## src/rtl/bp_me_cache_dma_mem.sv

```systemverilog
// Backing-store endpoint behind an L2 slice DMA port.
// Accepts a mem_cmd header plus block_words_lp dword write beats, or issues
// block_words_lp SRAM reads, and returns a mem_resp header and read beats.
// Beats walk the block critical-word-first, wrapping inside the block.
//
// Header layout (LSB first):
//   [3:0]                      msg_type
//   [7:4]                      subop (carried, unused)
//   [8 +: paddr_width_p]       addr
//   [paddr_width_p+8 +: 3]     size (carried, ignored: always a full block)
//   [paddr_width_p+11 +: ...]  payload (zeroed in the response)
module bp_me_cache_dma_mem #(
  parameter int paddr_width_p               = 40,
  parameter int cce_block_width_p           = 512,
  localparam int cce_mem_msg_header_width_lp = paddr_width_p + 24,
  localparam int block_words_lp              = cce_block_width_p / 64,
  localparam int mem_addr_width_lp           = paddr_width_p - 3
) (
  input  logic                                   clk_i,
  input  logic                                   reset_n_i,

  input  logic [cce_mem_msg_header_width_lp-1:0] mem_cmd_header_i,
  input  logic                                   mem_cmd_header_v_i,
  output logic                                   mem_cmd_header_yumi_o,
  input  logic [63:0]                            mem_cmd_data_i,
  input  logic                                   mem_cmd_data_v_i,
  output logic                                   mem_cmd_data_yumi_o,

  output logic [cce_mem_msg_header_width_lp-1:0] mem_resp_header_o,
  output logic                                   mem_resp_header_v_o,
  input  logic                                   mem_resp_header_ready_i,
  output logic [63:0]                            mem_resp_data_o,
  output logic                                   mem_resp_data_v_o,
  input  logic                                   mem_resp_data_ready_i,

  output logic                                   sram_v_o,
  output logic                                   sram_w_o,
  output logic [mem_addr_width_lp-1:0]           sram_addr_o,
  output logic [63:0]                            sram_data_o,
  input  logic [63:0]                            sram_data_i
);

  localparam int hdr_w_lp          = cce_mem_msg_header_width_lp;
  localparam int lg_block_words_lp = $clog2(block_words_lp);
  localparam int lg_block_bytes_lp = $clog2(cce_block_width_p / 8);
  localparam int cnt_width_lp      = lg_block_words_lp + 1;
  localparam int addr_lsb_lp       = 8;
  localparam int payload_lsb_lp    = paddr_width_p + 11;

  localparam logic [3:0] e_bedrock_mem_wr = 4'b0001;
  localparam logic [cnt_width_lp-1:0] last_beat_lp = cnt_width_lp'(block_words_lp - 1);
  localparam logic [hdr_w_lp-1:0] payload_mask_lp =
    {{(hdr_w_lp - payload_lsb_lp){1'b1}}, {payload_lsb_lp{1'b0}}};

  typedef enum logic [2:0] {
    e_idle       = 3'd0,
    e_write      = 3'd1,
    e_write_resp = 3'd2,
    e_read       = 3'd3,
    e_read_drain = 3'd4
  } state_e;

  state_e                    state_q, state_d;
  logic [cnt_width_lp-1:0]   cnt_q, cnt_d;
  logic [hdr_w_lp-1:0]       hdr_q, hdr_d;
  logic                      hdr_sent_q, hdr_sent_d;
  logic                      rd_inflight_q;

  logic [1:0]                fifo_cnt_q, fifo_cnt_d;
  logic                      fifo_rptr_q, fifo_wptr_q;
  logic [63:0]               fifo_mem_q [2];

  logic                      header_yumi_s;
  logic                      data_yumi_s;
  logic                      sram_v_s;
  logic                      sram_w_s;
  logic                      rd_issue_s;
  logic                      resp_hdr_v_s;
  logic                      fifo_nonempty_s;
  logic                      resp_data_v_s;
  logic [63:0]               resp_data_s;
  logic                      fifo_push_s;
  logic                      fifo_pop_s;
  logic [2:0]                occupancy_s;
  logic [paddr_width_p-1:0]  addr_s;
  logic [lg_block_words_lp-1:0] word_idx_s;

  // Beat address: block base from the latched address, word index wraps in-block.
  always_comb begin
    addr_s     = hdr_q[addr_lsb_lp +: paddr_width_p];
    word_idx_s = addr_s[lg_block_bytes_lp-1:3] + cnt_q[lg_block_words_lp-1:0];
  end

  // Read-return buffer: FIFO head, or the SRAM return directly when the FIFO is empty.
  always_comb begin
    fifo_nonempty_s = (fifo_cnt_q != 2'd0);
    resp_data_v_s   = fifo_nonempty_s | rd_inflight_q;
    resp_data_s     = fifo_nonempty_s ? fifo_mem_q[fifo_rptr_q] : sram_data_i;
    fifo_pop_s      = fifo_nonempty_s & mem_resp_data_ready_i;
    fifo_push_s     = rd_inflight_q & (fifo_nonempty_s | ~mem_resp_data_ready_i);
    occupancy_s     = {1'b0, fifo_cnt_q} + {2'b00, rd_inflight_q};
    case ({fifo_push_s, fifo_pop_s})
      2'b10:   fifo_cnt_d = fifo_cnt_q + 2'd1;
      2'b01:   fifo_cnt_d = fifo_cnt_q - 2'd1;
      default: fifo_cnt_d = fifo_cnt_q;
    endcase
  end

  // Command FSM: next state, beat counter, header tracking and SRAM strobes.
  always_comb begin
    state_d       = state_q;
    cnt_d         = cnt_q;
    hdr_d         = hdr_q;
    hdr_sent_d    = hdr_sent_q;
    header_yumi_s = 1'b0;
    data_yumi_s   = 1'b0;
    sram_v_s      = 1'b0;
    sram_w_s      = 1'b0;
    rd_issue_s    = 1'b0;
    resp_hdr_v_s  = 1'b0;
    case (state_q)
      e_idle: begin
        header_yumi_s = mem_cmd_header_v_i & reset_n_i;
        if (header_yumi_s) begin
          hdr_d      = mem_cmd_header_i & ~payload_mask_lp;
          cnt_d      = '0;
          hdr_sent_d = 1'b0;
          if (mem_cmd_header_i[3:0] == e_bedrock_mem_wr) begin
            state_d = e_write;
          end else begin
            state_d = e_read;
          end
        end else begin
          state_d = e_idle;
        end
      end
      e_write: begin
        if (mem_cmd_data_v_i) begin
          data_yumi_s = 1'b1;
          sram_v_s    = 1'b1;
          sram_w_s    = 1'b1;
          cnt_d       = cnt_q + cnt_width_lp'(1);
          if (cnt_q == last_beat_lp) begin
            state_d = e_write_resp;
          end else begin
            state_d = e_write;
          end
        end else begin
          state_d = e_write;
        end
      end
      e_write_resp: begin
        resp_hdr_v_s = 1'b1;
        if (mem_resp_header_ready_i) begin
          state_d = e_idle;
        end else begin
          state_d = e_write_resp;
        end
      end
      e_read: begin
        resp_hdr_v_s = ~hdr_sent_q;
        if (resp_hdr_v_s & mem_resp_header_ready_i) begin
          hdr_sent_d = 1'b1;
        end else begin
          hdr_sent_d = hdr_sent_q;
        end
        // Never let buffered plus in-flight beats exceed the 2-entry FIFO.
        if (occupancy_s < 3'd2) begin
          rd_issue_s = 1'b1;
          sram_v_s   = 1'b1;
          cnt_d      = cnt_q + cnt_width_lp'(1);
          if (cnt_q == last_beat_lp) begin
            state_d = e_read_drain;
          end else begin
            state_d = e_read;
          end
        end else begin
          state_d = e_read;
        end
      end
      e_read_drain: begin
        resp_hdr_v_s = ~hdr_sent_q;
        if (resp_hdr_v_s & mem_resp_header_ready_i) begin
          hdr_sent_d = 1'b1;
        end else begin
          hdr_sent_d = hdr_sent_q;
        end
        if (hdr_sent_d && (fifo_cnt_d == 2'd0)) begin
          state_d = e_idle;
        end else begin
          state_d = e_read_drain;
        end
      end
      default: begin
        state_d = e_idle;
      end
    endcase
  end

  // Control state; a reset abandons any command without a partial response.
  always_ff @(posedge clk_i or negedge reset_n_i) begin
    if (!reset_n_i) begin
      state_q       <= e_idle;
      cnt_q         <= '0;
      hdr_q         <= '0;
      hdr_sent_q    <= 1'b0;
      rd_inflight_q <= 1'b0;
    end else begin
      state_q       <= state_d;
      cnt_q         <= cnt_d;
      hdr_q         <= hdr_d;
      hdr_sent_q    <= hdr_sent_d;
      rd_inflight_q <= rd_issue_s;
    end
  end

  // FIFO pointers and occupancy.
  always_ff @(posedge clk_i or negedge reset_n_i) begin
    if (!reset_n_i) begin
      fifo_cnt_q  <= 2'd0;
      fifo_rptr_q <= 1'b0;
      fifo_wptr_q <= 1'b0;
    end else begin
      fifo_cnt_q <= fifo_cnt_d;
      if (fifo_pop_s) begin
        fifo_rptr_q <= ~fifo_rptr_q;
      end
      if (fifo_push_s) begin
        fifo_wptr_q <= ~fifo_wptr_q;
      end
    end
  end

  // FIFO storage; contents are qualified by the occupancy count.
  always_ff @(posedge clk_i) begin
    if (fifo_push_s) begin
      fifo_mem_q[fifo_wptr_q] <= sram_data_i;
    end
  end

  assign mem_cmd_header_yumi_o = header_yumi_s;
  assign mem_cmd_data_yumi_o   = data_yumi_s;
  assign mem_resp_header_o     = hdr_q;
  assign mem_resp_header_v_o   = resp_hdr_v_s;
  assign mem_resp_data_o       = resp_data_s;
  assign mem_resp_data_v_o     = resp_data_v_s;
  assign sram_v_o              = sram_v_s;
  assign sram_w_o              = sram_w_s;
  assign sram_addr_o           = {addr_s[paddr_width_p-1:lg_block_bytes_lp], word_idx_s};
  assign sram_data_o           = mem_cmd_data_i;

endmodule

```

## config.mk

```make
export PLATFORM = sky130hd
export DESIGN_NAME = bp_me_cache_dma_mem
export DESIGN_NICKNAME = d
export VERILOG_FILES = /design/src/rtl/bp_me_cache_dma_mem.sv
export SDC_FILE = /design/constraint.sdc
export NUM_CORES = 1
export LEC_CHECK = 0
export ABC_CLOCK_PERIOD_IN_PS = 7100
export BUFFER_PORTS_ARGS = -buffer_cell sky130_fd_sc_hd__buf_2
export CORE_AREA = 2 2 166 168
export CTS_CLUSTER_SIZE = 12
export DETAILED_ROUTE_END_ITERATION = 16
export DIE_AREA = 0 0 168 170
export GPL_TIMING_DRIVEN = 0
export PLACE_DENSITY = 0.68
export SLEW_MARGIN = 40
export SYNTH_ARGS = -nofsm -noshare
export SYNTH_HDL_FRONTEND = slang
export SYNTH_SLANG_ARGS = --single-unit
```

## constraint.sdc

```tcl
create_clock -name clk_i -period 7.1 [get_ports clk_i]
set_clock_uncertainty 0.15 [all_clocks]
set_input_delay 1.065 -clock clk_i [delete_from_list [all_inputs] [get_ports clk_i]]
set_output_delay 1.065 -clock clk_i [all_outputs]
set_load 0.005 [all_outputs]
```

### Yosys cells after proc, flatten, opt, wreduce, memory -nomap -nowiden

Memory sizes are Yosys's and may differ from the RTL's.
Index checks and enable logic that the tools add are counted.

| word-level totals | value |
|---|---|
| register bits after elaboration | 64 |
| bits in writable memories | 128 |
| input port bits | 198 |
| output and inout port bits | 235 |
| word-level logic and storage cells | 74 |
| memories kept | 1 |

Memory list:

| memory | depth | width | rd ports | clocked after memory_dff | wr ports | RTL line | text |
|---|---|---|---|---|---|---|---|
| fifo_mem_q | 2 | 64 | 1 | 0 | 1 | 71 | `logic [63:0] fifo_mem_q [2];` |

| cells by class | value |
|---|---|
| add/sub/neg operators | 5 |
| order comparisons | 1 |
| eq/ne operators | 11 |
| multiplexer cells | 28 |
| bitwise operators | 10 |
| reduce and logical (&&, ||, !) cells | 10 |

Operator list:

| cell | number |
|---|---|
| 64-bit 2-to-1 mux | 1 |
| 3-bit 2-to-1 mux | 5 |
| 3-bit case mux with 5 select lines | 1 |
| 4-bit 2-to-1 mux | 3 |
| 4-bit case mux with 3 select lines | 1 |
| 1-bit 2-to-1 mux | 10 |
| 3-bit by 2-bit == test with 1-bit output (second input constant) | 2 |
| 2-bit 2-to-1 mux | 3 |
| 2-bit != test (second input constant) | 3 |
| 3-bit nonzero test | 2 |
| 4-bit by 1-bit adder with 4-bit output (second input constant) | 1 |
| 1-bit bitwise AND | 4 |
| 4-bit by 1-bit == test with 1-bit output (second input constant) | 1 |
| 4-bit by 3-bit == test with 1-bit output (second input constant) | 1 |
| 1-bit inverter | 4 |
| 1-bit case mux with 2 select lines | 2 |
| 2-bit case mux with 2 select lines | 1 |
| 2-bit AND reduction | 2 |
| 4-bit AND reduction | 1 |
| 2-bit by 1-bit adder with 3-bit output | 1 |
| 3-bit adder | 1 |
| 3-bit by 1-bit == test with 1-bit output (second input constant) | 1 |
| 3-bit == test (second input constant) | 1 |
| 3-bit zero test | 1 |
| 11 further kinds | 12 |

### Longest topological paths before layout

Gate-level depths: netlist (run 1).

| logic depth | value |
|---|---|
| depth after elaboration | 9 |
| depth in mapped cells | 7 |
| mapped depth without buffers | 7 |

### Worst setup path after synthesis (run 1)

Ideal clock, no wire load.

| timing | value |
|---|---|
| kind | in2reg |
| start point | input mem_resp_data_ready_i |
| end point | memory fifo_mem_q[0][0], enable pin |
| setup time | 486 ps |
| arrival | 3,921 ps |
| required time | 6,464 ps |
| path slack | 2,543 ps |
| stages on the path | 3 |
| buffers on the path | 0 |
| cell sequence | inv_1 > o21ai_1 > nor2_1 |

| on the way | value |
|---|---|
| cells in the longest elaborated chain, start to end | 5 |

RTL lines:

| item | RTL line | text |
|---|---|---|
| start: declaration | 34 | `input logic mem_resp_data_ready_i,` |
| 1-bit inverter | 100 | `fifo_push_s = rd_inflight_q & (fifo_nonempty_s \| ~mem_resp_data_ready_i);` |
| 1-bit bitwise OR | 100 |  |
| 1-bit bitwise AND | 100 |  |
| 1-bit 2-to-1 mux | 236 | `if (fifo_push_s) begin` |
| 1-bit 2-to-1 mux (not written as such) | 237 | `fifo_mem_q[fifo_wptr_q] <= sram_data_i;` |
| end: declaration | 71 |  |

Every way passes these cells.

### Worst setup path in the final report (run 1)

| timing | value |
|---|---|
| start point | input reset_n_i |
| end point | output mem_cmd_header_yumi_o |

| on the way | value |
|---|---|
| cells in the longest elaborated chain, start to end | 2 |

RTL lines:

| item | RTL line | text |
|---|---|---|
| start: declaration | 20 | `input logic reset_n_i,` |
| 1-bit bitwise AND | 123 | `header_yumi_s = mem_cmd_header_v_i & reset_n_i;` |
| 1-bit 2-to-1 mux | 121 | `case (state_q)` |
| end: declaration | 24 | `output logic mem_cmd_header_yumi_o,` |

Every way passes these cells.

==> results of run 1 <==
## critical path, cell delays in order
cell                      delay, ps
sky130_fd_sc_hd__buf_4          370
sky130_fd_sc_hd__buf_12         270
sky130_fd_sc_hd__nand4_1        170
sky130_fd_sc_hd__inv_2          200
sky130_fd_sc_hd__buf_2          260
sky130_fd_sc_hd__buf_2          150
## path summary, 6_finish.rpt
kind / endpoint / cells past startpoint / start
min in group asynchronous: mem_resp_header_o[50]$_DFFE_PN0P_ / 1 / reset_n_i
max in group asynchronous: mem_resp_header_o[26]$_DFFE_PN0P_ / 2 / reset_n_i
worst min-delay path: mem_resp_header_o[0]$_DFFE_PN0P_ / 2 / mem_resp_header_o[0]$_DFFE_PN0P_
worst max register to register: fifo_mem_q[0][41]$_DFFE_PP_ / 6 / fifo_cnt_q[0]$_DFF_PN0_
worst max-delay path: mem_cmd_header_yumi_o / 6 / reset_n_i
worst min register to register: mem_resp_header_o[0]$_DFFE_PN0P_ / 2 / mem_resp_header_o[0]$_DFFE_PN0P_
## layout by cell type (no fill, tap or decap), drive strengths merged, types with 2 or more instances in the layout
master    instances
a21oi            69
and3              2
buf             496
clkbuf           18
clkinv            3
clkinvlp          4
conb             13
dfrtp            64
edfxtp          128
ha                3
inv              16
mux2i            67
nand2           158
nand2b            2
nor2             71
nor2b             3
nor4b             2
o21ai             6
or3               2
xnor2             4
xor2              3
## layout make-up
cell class,count,area share [%]
diodes,1,0.0214
plain buffers,145,8.65
clock buffers,18,3.67
clock inverters,13,1.08
inverters,10,0.321
multi-input cells,421,19.6
flip-flops and latches,192,46.5
well taps,341,3.65
repair buffers,351,16.5
## flip-flops by register name, indices dropped and copies added (netlist names)
register,flops
rd_inflight_q,1
fifo_mem_q,128
fifo_cnt_q,2
cnt_q,4
fifo_rptr_q,1
fifo_wptr_q,1
mem_resp_header_o,51
state_q,3
hdr_sent_q,1
## power breakdown
part	switching, uW	leakage (uW)	total (uW)	internal [uW]
combinational	981	0.00344	1930	944
clock	445	0.000260	908	463
sequential	176	0.00195	1660	1490
## routing by layer
metal	routed length, um	GRT usage, %
met1	9550	19.4
met2	11100	26.4
met3	1490	3.98
met4	249	3.74
met5	0	0
## cells in the mapped netlist (all sizes together) (2+ instances only)
| library cell | n | area [um^2] |
|---|---|---|
| mux2i | 67 | 671 |
| edfxtp | 128 | 3840 |
| nor2b | 3 | 18.8 |
| nand2 | 158 | 593 |
| or3 | 2 | 12.5 |
| ha | 3 | 37.5 |
| buf | 145 | 1010 |
| xnor2 | 4 | 35.0 |
| nor2 | 71 | 269 |
| nand2b | 2 | 12.5 |
| o21ai | 6 | 30.0 |
| and3 | 2 | 12.5 |
| xor2 | 3 | 26.3 |
| inv | 10 | 37.5 |
| nor4b | 2 | 17.5 |
| a21oi | 69 | 353 |
| dfrtp | 64 | 1600 |
## kinds of logic (layout without fill, tap and decap cells)
group	Yosys count	after routing	share of synthesized area [%]
compound gates	82	82	5.05
simple gates	247	247	11.3
xor+xnor	7	7	0.703
buf+inv	155	537	12.0
fa+ha+maj	4	4	0.660
flops	192	192	62.4
other cells	1	14	0.0430
mux	68	68	7.86
## per-stage QoR
stage / worst slack [ps] / utilization (%) / instances
global route: 3180 / 43.9 / 1491
global placement: 572 / 40.9 / 1451
CTS: 3330 / 43.9 / 1491
floorplan: 2540 / - / 768
finish: 3390 / 43.9 / 1492
detailed placement: 3330 / 41.8 / 1460
==> report_table.html, run 1 <==
<table>
<tr><th>Metric</th><th>Value</th></tr>
<tr><th colspan="2">Drt</th></tr>
<tr><td>Total number of vias</td><td>6505</td></tr>
<tr><td>Number of iterations in the first detailed-routing pass</td><td>4</td></tr>
<tr><td>Post-route ant nets</td><td>0</td></tr>
<tr><td>Via density per instance</td><td>4.36</td></tr>
<tr><td>Total detailed-routing wirelength</td><td>22.4 mm</td></tr>
<tr><td>Starting DRC count in detailed routing</td><td>331</td></tr>
<tr><td>Final routed wire length divided by cell count</td><td>15.0 um</td></tr>
<tr><td>Total DRC errors in the routed layout</td><td>0</td></tr>
<tr><th colspan="2">Clocking</th></tr>
<tr><td>Resized Gates After CTS</td><td>0</td></tr>
<tr><td>CTS sink count</td><td>192</td></tr>
<tr><td>Cell at the root of the clock tree</td><td>sky130_fd_sc_hd__clkbuf_16</td></tr>
<tr><td>Clock tree from TritonCTS</td><td>built</td></tr>
<tr><td>Clock latency of the later-clocked register in the worst-skew pair</td><td>420 ps</td></tr>
<tr><td>Count of H-tree levels built during CTS</td><td>4</td></tr>
<tr><td>Post-CTS setup buffers</td><td>0</td></tr>
<tr><td>Worst-path clk slew</td><td>70 ps</td></tr>
<tr><td>Post-cts hold buffer count</td><td>0</td></tr>
<tr><td>Number of clock buffers inserted by TritonCTS</td><td>17</td></tr>
<tr><td>Clock Path Buffers</td><td>2</td></tr>
<tr><th colspan="2">Power</th></tr>
<tr><td>Power Total</td><td>4500 uW</td></tr>
<tr><td>Worst-case vdd ir drop</td><td>0.175 mV</td></tr>
<tr><td>Power Dens Cells</td><td>384 nW/um^2</td></tr>
<tr><td>Reported leakage power</td><td>0.00566 uW</td></tr>
<tr><th colspan="2">Critical path</th></tr>
<tr><td>Flop2flop setup slack</td><td>4750 ps</td></tr>
<tr><td>Signal arrival time at the worst endpoint</td><td>2500 ps</td></tr>
<tr><td>CP Launch Type</td><td>input port</td></tr>
<tr><td>Critical path required time</td><td>5880 ps</td></tr>
<tr><td>Critical setup path kind</td><td>input port to output pin</td></tr>
<tr><td>Worst-path maximum fanout</td><td>35</td></tr>
<tr><td>Sort of element at the end of the critical path</td><td>output pin</td></tr>
<tr><th colspan="2">Min path</th></tr>
<tr><td>Hold/Removal Path Class</td><td>flop to flop</td></tr>
<tr><th colspan="2">GRT</th></tr>
<tr><td>Number of antenna violations at the first check in global routing</td><td>1</td></tr>
<tr><td>Wire length of the first global-routing pass</td><td>34.3 mm</td></tr>
<tr><td>Aggregate global-route resource usage</td><td>15.4%</td></tr>
<tr><td>Via count of the first global-routing pass</td><td>6347</td></tr>
<tr><td>Maximum number of pins on one net before global-route repair</td><td>36</td></tr>
<tr><td>Total congestion overflow after global routing</td><td>0</td></tr>
<tr><th colspan="2">Placement</th></tr>
<tr><td>Total placed instance area</td><td>11100 um^2</td></tr>
<tr><td>Number of input and output port buffers inserted</td><td>342</td></tr>
<tr><td>DP HPWL</td><td>17.2 mm</td></tr>
<tr><td>Final weighted congestion of routability-driven global placement</td><td>0.766</td></tr>
<tr><th colspan="2">Final layout</th></tr>
<tr><td>Share of cells above drive strength 1</td><td>46.3%</td></tr>
<tr><td>Summed area of non-filler cells in the final layout</td><td>11700 um^2</td></tr>
<tr><td>Layout Nets</td><td>1340</td></tr>
<tr><td>Layout area overhead</td><td>34.1%</td></tr>
<tr><td>Total area of multi-input combinational cells</td><td>2290 um^2</td></tr>
<tr><td>Area taken by flip-flops and latches</td><td>5450 um^2</td></tr>
<tr><td># fillers</td><td>2538</td></tr>
<tr><th colspan="2">Logic synthesis</th></tr>
<tr><td>Top FF cell, synth</td><td>sky130_fd_sc_hd__edfxtp_1</td></tr>
<tr><td>Share of synthesized area occupied by flip-flops and latches</td><td>62.4%</td></tr>
<tr><td>Yosys reg bits</td><td>192</td></tr>
<tr><td>Synth warnings</td><td>0</td></tr>
<tr><td>Number of distinct library cell variants in the gate-level netlist after synthesis</td><td>40</td></tr>
<tr><td>Post-Syn Area</td><td>8730 um^2</td></tr>
<tr><td>Async set-or-reset flop fraction in the synthesized netlist</td><td>33.3%</td></tr>
<tr><td>Number of synthesized flops with an enable pin</td><td>128</td></tr>
<tr><td>Cells after synthesis</td><td>756</td></tr>
<tr><td>Average size of a mapped cell</td><td>11.5 um^2</td></tr>
<tr><th colspan="2">Floorplan</th></tr>
<tr><td>Boundary pin count</td><td>433</td></tr>
<tr><td>Starting utilization of the core area</td><td>32.7%</td></tr>
<tr><td>Die outline area</td><td>28600 um^2</td></tr>
<tr><td>Num rows</td><td>60</td></tr>
<tr><td>Chip Width</td><td>168 um</td></tr>
<tr><td>Core region area</td><td>26700 um^2</td></tr>
<tr><td>Height of the die</td><td>170 um</td></tr>
<tr><th colspan="2">STA</th></tr>
<tr><td>Worst Tran Pin Value</td><td>581 ps</td></tr>
<tr><td>Minimum clock period after layout</td><td>3710 ps</td></tr>
<tr><td>Number of setup violations in the final report</td><td>0</td></tr>
<tr><td>Setup repair after global routing missed its margin</td><td>false</td></tr>
<tr><td>Number of hold violations in the final report</td><td>0</td></tr>
<tr><td>Relative slew margins</td><td>61.0%</td></tr>
<tr><td>Period utilisation layout</td><td>52.3%</td></tr>
<tr><td>Highest clock rate</td><td>0.269 GHz</td></tr>
<tr><td>Fin. max-slew vios</td><td>0</td></tr>
<tr><td>Setup_tns</td><td>0 ps</td></tr>
<tr><td>Final-layout worst hold slack</td><td>319 ps</td></tr>
<tr><th colspan="2">Run status</th></tr>
<tr><td>Result of the run</td><td>completed</td></tr>
<tr><th colspan="2">Job</th></tr>
<tr><td># Max-Cap Violations</td><td>0</td></tr>
</table>
No activity file was read; power rests on OpenSTA's default activity.
==> run 2, diff against run 1 <==
Settings changed: ABC_AREA from default to 1, ABC_CLOCK_PERIOD_IN_PS 7100 to 3200, CORE_AREA 2 2 166 168 to 2 2 169 171, DIE_AREA 0 0 168 170 to 0 0 171 173, PLACE_DENSITY 0.68 to 0.7.
Clock period 7.1 ns to 3.2 ns, I/O delays scaled along.
==> run 2 against run 1 <==
Sequential share of layout area shrank 1.4 points. Utilization shrank 0.27 points. Setup slack lost 3100 ps. Total power grew 120%. First-iteration DRC count grew 4.5%. Count of clock-buffer cells in the layout grew 2. Via count grew 12%. Clock power grew 120%. Non-clock buffer count grew 9. Critical path depth grew 3. Highest routed layer is now met5. Critical endpoint unchanged.
==> report_table.html, run 2 <==
<table>
<tr><th>Metric</th><th>Value</th></tr>
<tr><th colspan="2">Run status</th></tr>
<tr><td>Result of the run</td><td>completed</td></tr>
<tr><th colspan="2">Final layout</th></tr>
<tr><td>Summed area of non-filler cells in the final layout</td><td>12100 um^2 (+3.0%)</td></tr>
<tr><td>Total area of multi-input combinational cells</td><td>2230 um^2 (-2.6%)</td></tr>
<tr><td># fillers</td><td>2699 (+6.3%)</td></tr>
<tr><td>Share of cells above drive strength 1</td><td>41.1% (-5.3 points)</td></tr>
<tr><td>Layout Nets</td><td>1509 (+13%)</td></tr>
<tr><td>Post-layout utilization of the core</td><td>43.6% (-0.27 points)</td></tr>
<tr><td>Layout area overhead</td><td>33.1%</td></tr>
<tr><td>Commonest non-fill, non-tap cell in the layout</td><td>sky130_fd_sc_hd__buf_2</td></tr>
<tr><td>Area taken by flip-flops and latches</td><td>5450 um^2 (unchanged)</td></tr>
<tr><td>Most flops, register</td><td>fifo_mem_q</td></tr>
<tr><td>Flip-flop count of the largest register, all copies and words added</td><td>128 (unchanged)</td></tr>
<tr><td>Most frequent cells in the layout</td><td>sky130_fd_sc_hd__buf_2 (353), sky130_fd_sc_hd__nand2_1 (310), sky130_fd_sc_hd__o21ai_0 (129)</td></tr>
<tr><th colspan="2">Logic synthesis</th></tr>
<tr><td>Mux share of post-synthesis cell area</td><td>0% (-7.9 points)</td></tr>
<tr><td>Area share of and/or/nand/nor cells after synthesis</td><td>15.1% (+3.8 points)</td></tr>
<tr><td>Number of synthesized flops with an enable pin</td><td>128 (unchanged)</td></tr>
<tr><td>Post-Syn Area</td><td>9060 um^2 (+3.8%)</td></tr>
<tr><td>Compound-Gate Fraction of Synth Area</td><td>7.86% (+2.8 points)</td></tr>
<tr><td>Synth warnings</td><td>0 (unchanged)</td></tr>
<tr><td>Cells after synthesis</td><td>924 (+22%)</td></tr>
<tr><td>Arithmetic-cell share of the synthesized area counting full adders, half adders and majority gates</td><td>0.635% (-0.024 points)</td></tr>
<tr><td>Average size of a mapped cell</td><td>9.80 um^2 (-15%)</td></tr>
<tr><td>Number of distinct library cell variants in the gate-level netlist after synthesis</td><td>27 (-33%)</td></tr>
<tr><td>Parity-gate share of the synthesized area counting xor and xnor cells</td><td>0.387% (-0.32 points)</td></tr>
<tr><td>Main combinational cell family by area after synthesis</td><td>buffers and inverters</td></tr>
<tr><td>Async set-or-reset flop fraction in the synthesized netlist</td><td>33.3% (unchanged)</td></tr>
<tr><td>Yosys reg bits</td><td>192 (unchanged)</td></tr>
<tr><td>Leading post-synthesis cells by instance count</td><td>sky130_fd_sc_hd__nand2_1 (310), sky130_fd_sc_hd__o21ai_0 (129), sky130_fd_sc_hd__edfxtp_1 (128), sky130_fd_sc_hd__buf_4 (119), sky130_fd_sc_hd__inv_1 (82)</td></tr>
<tr><td>Top FF cell, synth</td><td>sky130_fd_sc_hd__edfxtp_1</td></tr>
<tr><td>Count leader, synth</td><td>sky130_fd_sc_hd__nand2_1</td></tr>
<tr><td>Library cell with the largest summed area after synthesis</td><td>sky130_fd_sc_hd__edfxtp_1</td></tr>
<tr><td>Share of synthesized area occupied by flip-flops and latches</td><td>60.1% (-2.3 points)</td></tr>
<tr><td>Largest cells by area after synthesis</td><td>sky130_fd_sc_hd__edfxtp_1 (42%), sky130_fd_sc_hd__dfrtp_1 (18%), sky130_fd_sc_hd__nand2_1 (13%)</td></tr>
<tr><td>Top cell type's share of synthesized area</td><td>42.4% (-1.6 points)</td></tr>
<tr><th colspan="2">STA</th></tr>
<tr><td>Minimum clock period after layout</td><td>2960 ps</td></tr>
<tr><td>Setup repair after global routing missed its margin</td><td>false</td></tr>
<tr><td>Number of hold violations in the final report</td><td>0 (unchanged)</td></tr>
<tr><td>Highest clock rate</td><td>0.338 GHz</td></tr>
<tr><td>Number of setup violations in the final report</td><td>0 (unchanged)</td></tr>
<tr><td>Fin. max-slew vios</td><td>0 (unchanged)</td></tr>
<tr><td>Period utilisation layout</td><td>92.6%</td></tr>
<tr><td>Final worst slack</td><td>238 ps (-3150 ps)</td></tr>
<tr><th colspan="2">Critical path</th></tr>
<tr><td>Sort of element at the end of the critical path</td><td>output pin</td></tr>
<tr><td>Worst-path maximum fanout</td><td>41 (+17%)</td></tr>
<tr><td>Critical path required time</td><td>2570 ps (-3310 ps)</td></tr>
<tr><td>Most common cell type on the critical path</td><td>sky130_fd_sc_hd__nand2_1</td></tr>
<tr><td>CP Launch Type</td><td>input port</td></tr>
<tr><td>Crit path max-delay cell type</td><td>sky130_fd_sc_hd__dlygate4sd3_1</td></tr>
<tr><td>Signal arrival time at the worst endpoint</td><td>2330 ps (-170 ps)</td></tr>
<tr><td>Crit path cell chain</td><td>dlygate4sd3_1 &gt; buf_6 &gt; buf_12 &gt; nand2_1 &gt; nor2_1 &gt; nand2_1 &gt; inv_2 &gt; buf_4 &gt; buf_2</td></tr>
<tr><td>Critical setup path kind</td><td>input port to output pin</td></tr>
<tr><td>Highest cell delay on the worst timing path</td><td>540 ps (+170 ps)</td></tr>
<tr><th colspan="2">Clocking</th></tr>
<tr><td>CTS sink count</td><td>192 (unchanged)</td></tr>
<tr><td>Clock latency of the later-clocked register in the worst-skew pair</td><td>420 ps (about the same)</td></tr>
<tr><td>Count of H-tree levels built during CTS</td><td>4 (unchanged)</td></tr>
<tr><td>Post-CTS setup buffers</td><td>0 (unchanged)</td></tr>
<tr><td>Worst-path clk slew</td><td>80 ps (about the same)</td></tr>
<tr><td>Cell at the root of the clock tree</td><td>sky130_fd_sc_hd__clkbuf_16</td></tr>
<tr><td>Clock Path Buffers</td><td>2 (unchanged)</td></tr>
<tr><td>Number of clock buffers inserted by TritonCTS</td><td>17 (unchanged)</td></tr>
<tr><td>Clock tree from TritonCTS</td><td>built</td></tr>
<tr><th colspan="2">Power</th></tr>
<tr><td>Internal portion of total power</td><td>6330 uW (+120%)</td></tr>
<tr><td>Portion of total power attributed to sequential cells</td><td>35.8% (-1.2 points)</td></tr>
<tr><td>Worst-case vdd ir drop</td><td>0.437 mV (+150%)</td></tr>
<tr><td>Reported leakage power</td><td>0.00599 uW (+5.9%)</td></tr>
<tr><td>Net Switching</td><td>3780 uW (+140%)</td></tr>
<tr><td>Part of the total power dissipated in the clock network</td><td>19.9% (-0.3 points)</td></tr>
<tr><td>Switching power share of the total</td><td>37.4% (+1.7 points)</td></tr>
<tr><td>Combinational share of power</td><td>44.3% (+1.5 points)</td></tr>
<tr><td>Power Dens Cells</td><td>838 nW/um^2 (+120%)</td></tr>
<tr><th colspan="2">GRT</th></tr>
<tr><td>Aggregate global-route resource usage</td><td>15.5% (+0.15 points)</td></tr>
<tr><td>Maximum number of pins on one net before global-route repair</td><td>42 (+17%)</td></tr>
<tr><td>Via count of the first global-routing pass</td><td>6944 (+9.4%)</td></tr>
<tr><td>Met2 layer usage reported by global route</td><td>27.4% (+1.0 points)</td></tr>
<tr><td>Number of antenna violations at the first check in global routing</td><td>3 (+2)</td></tr>
<tr><td>Met3 Use GR</td><td>4.83% (+0.85 points)</td></tr>
<tr><td>Busiest layer in global routing</td><td>met2</td></tr>
<tr><td>Total congestion overflow after global routing</td><td>0 (unchanged)</td></tr>
<tr><td>Wire length of the first global-routing pass</td><td>35.6 mm (+3.8%)</td></tr>
<tr><td>Met1 track demand over resource</td><td>18.2% (-1.2 points)</td></tr>
<tr><th colspan="2">Placement</th></tr>
<tr><td>Final weighted congestion of routability-driven global placement</td><td>0.775 (+1.2%)</td></tr>
<tr><td>DP HPWL</td><td>18.2 mm (+5.8%)</td></tr>
<tr><td>Worst slack, placed</td><td>646 ps (-2690 ps)</td></tr>
<tr><td>Total placed instance area</td><td>11500 um^2 (+3.2%)</td></tr>
<tr><td>Number of input and output port buffers inserted</td><td>342 (unchanged)</td></tr>
<tr><th colspan="2">Drt</th></tr>
<tr><td>Number of iterations in the first detailed-routing pass</td><td>4 (unchanged)</td></tr>
<tr><td>Total detailed-routing wirelength</td><td>23.7 mm (+5.9%)</td></tr>
<tr><td>Starting DRC count in detailed routing</td><td>346 (+4.5%)</td></tr>
<tr><td>Total DRC errors in the routed layout</td><td>0 (unchanged)</td></tr>
<tr><td>Final routed wire length divided by cell count</td><td>14.0 um (-7.0%)</td></tr>
<tr><td>Via density per instance</td><td>4.29 (-1.7%)</td></tr>
<tr><td>Post-route ant nets</td><td>0 (unchanged)</td></tr>
<tr><td>Total number of vias</td><td>7282 (+12%)</td></tr>
<tr><th colspan="2">Job</th></tr>
<tr><td># Max-Cap Violations</td><td>0 (unchanged)</td></tr>
<tr><th colspan="2">Floorplan</th></tr>
<tr><td>Chip Width</td><td>171 um (+1.8%)</td></tr>
<tr><td>Die outline area</td><td>29600 um^2 (+3.6%)</td></tr>
<tr><td>Num rows</td><td>61 (+1.7%)</td></tr>
<tr><td>Boundary pin count</td><td>433 (unchanged)</td></tr>
<tr><td>Core region area</td><td>27600 um^2 (+3.7%)</td></tr>
<tr><td>Height of the die</td><td>173 um (+1.8%)</td></tr>
<tr><td>Starting utilization of the core area</td><td>32.8% (+0.045 points)</td></tr>
<tr><th colspan="2">Min path</th></tr>
<tr><td>Hold/Removal Path Class</td><td>input port to flop</td></tr>
</table>
run 2: routing by layer:
layer  part of all wire (%)  vias to the layer above  routed length [um]
li1                       -                     3616                   -
met1                     41                     3345                9830
met2                     50                      298               11800
met3                    7.5                       19                1790
met4                    1.1                        4                 267
met5                   0.11                        -                  27
run 2: worst paths after layout:
path | endpoint | slack, ps | startpoint | cells past startpoint
worst min-delay path | mem_resp_header_o[19]$_DFFE_PN0P_ | 90 | mem_cmd_header_i[19] | 3
max in group asynchronous | mem_resp_header_o[44]$_DFFE_PN0P_ | 2080 | reset_n_i | 3
worst max register to register | state_q[2]$_DFF_PN0_ | 1050 | fifo_cnt_q[0]$_DFF_PN0_ | 11
worst min register to register | mem_resp_header_o[6]$_DFFE_PN0P_ | 330 | mem_resp_header_o[6]$_DFFE_PN0P_ | 2
min in group asynchronous | mem_resp_header_o[24]$_DFFE_PN0P_ | 310 | reset_n_i | 2
worst max-delay path | mem_cmd_header_yumi_o | 240 | reset_n_i | 9
run 2: what timing repair did:
action                                 in CTS  in global routing
setup endpoints to repair                   0                  1
gates resized for setup                     0                  1
endpoints found under the hold margin      24                  0
hold buffers                                1                  0
run 2: worst max-delay path: cells and delay by family:
family                 cells  cell delay (ps)
and+or+nand+nor            3              300
buffers and inverters      6             1540
run 2: layout make-up:
class	instances	area share [%]
diodes	1	0.0208
plain buffers	153	9.34
flip-flops and latches	192	45.2
inverters	84	2.62
clock inverters	12	0.799
well taps	378	3.92
repair buffers	352	15.9
multi-input cells	507	18.5
clock buffers	20	3.71
run 2: cells by family (layout without fill, tap and decap cells):
logic type	after synthesis	after routing
AND/OR/NAND/NOR	346	346
adder cells (fa/ha/maj)	4	4
XOR/XNOR	4	4
AO/OA/AOI/OAI	140	140
flip-flops	192	192
other	1	14
buffers and inverters	237	621
run 2: power groups by stage:
stage               Clock (uW)  Sequential [uW]  Combinational [uW]
global route              2180             3690                5020
global placement             0             3680                4420
CTS                       2080             3620                4580
detailed placement           0             3650                4580
floorplan                    0             3630                2390
finish                    2010             3620                4470
run 2: stage by stage:
step / setup TNS [ps] / hold slack (ps) / std cells / total power, uW
3_3_place_gp: -352160 / 315 / 1656 / 8090
4_1_cts: 0 / 68.1 / 1698 / 10300
3_5_place_dp: 0 / 264 / 1665 / 8230
2_1_floorplan: -107490 / 34.4 / 936 / 6020
5_1_grt: 0 / 77.0 / 1698 / 10900
6_report: 0 / 86.7 / 1699 / 10100
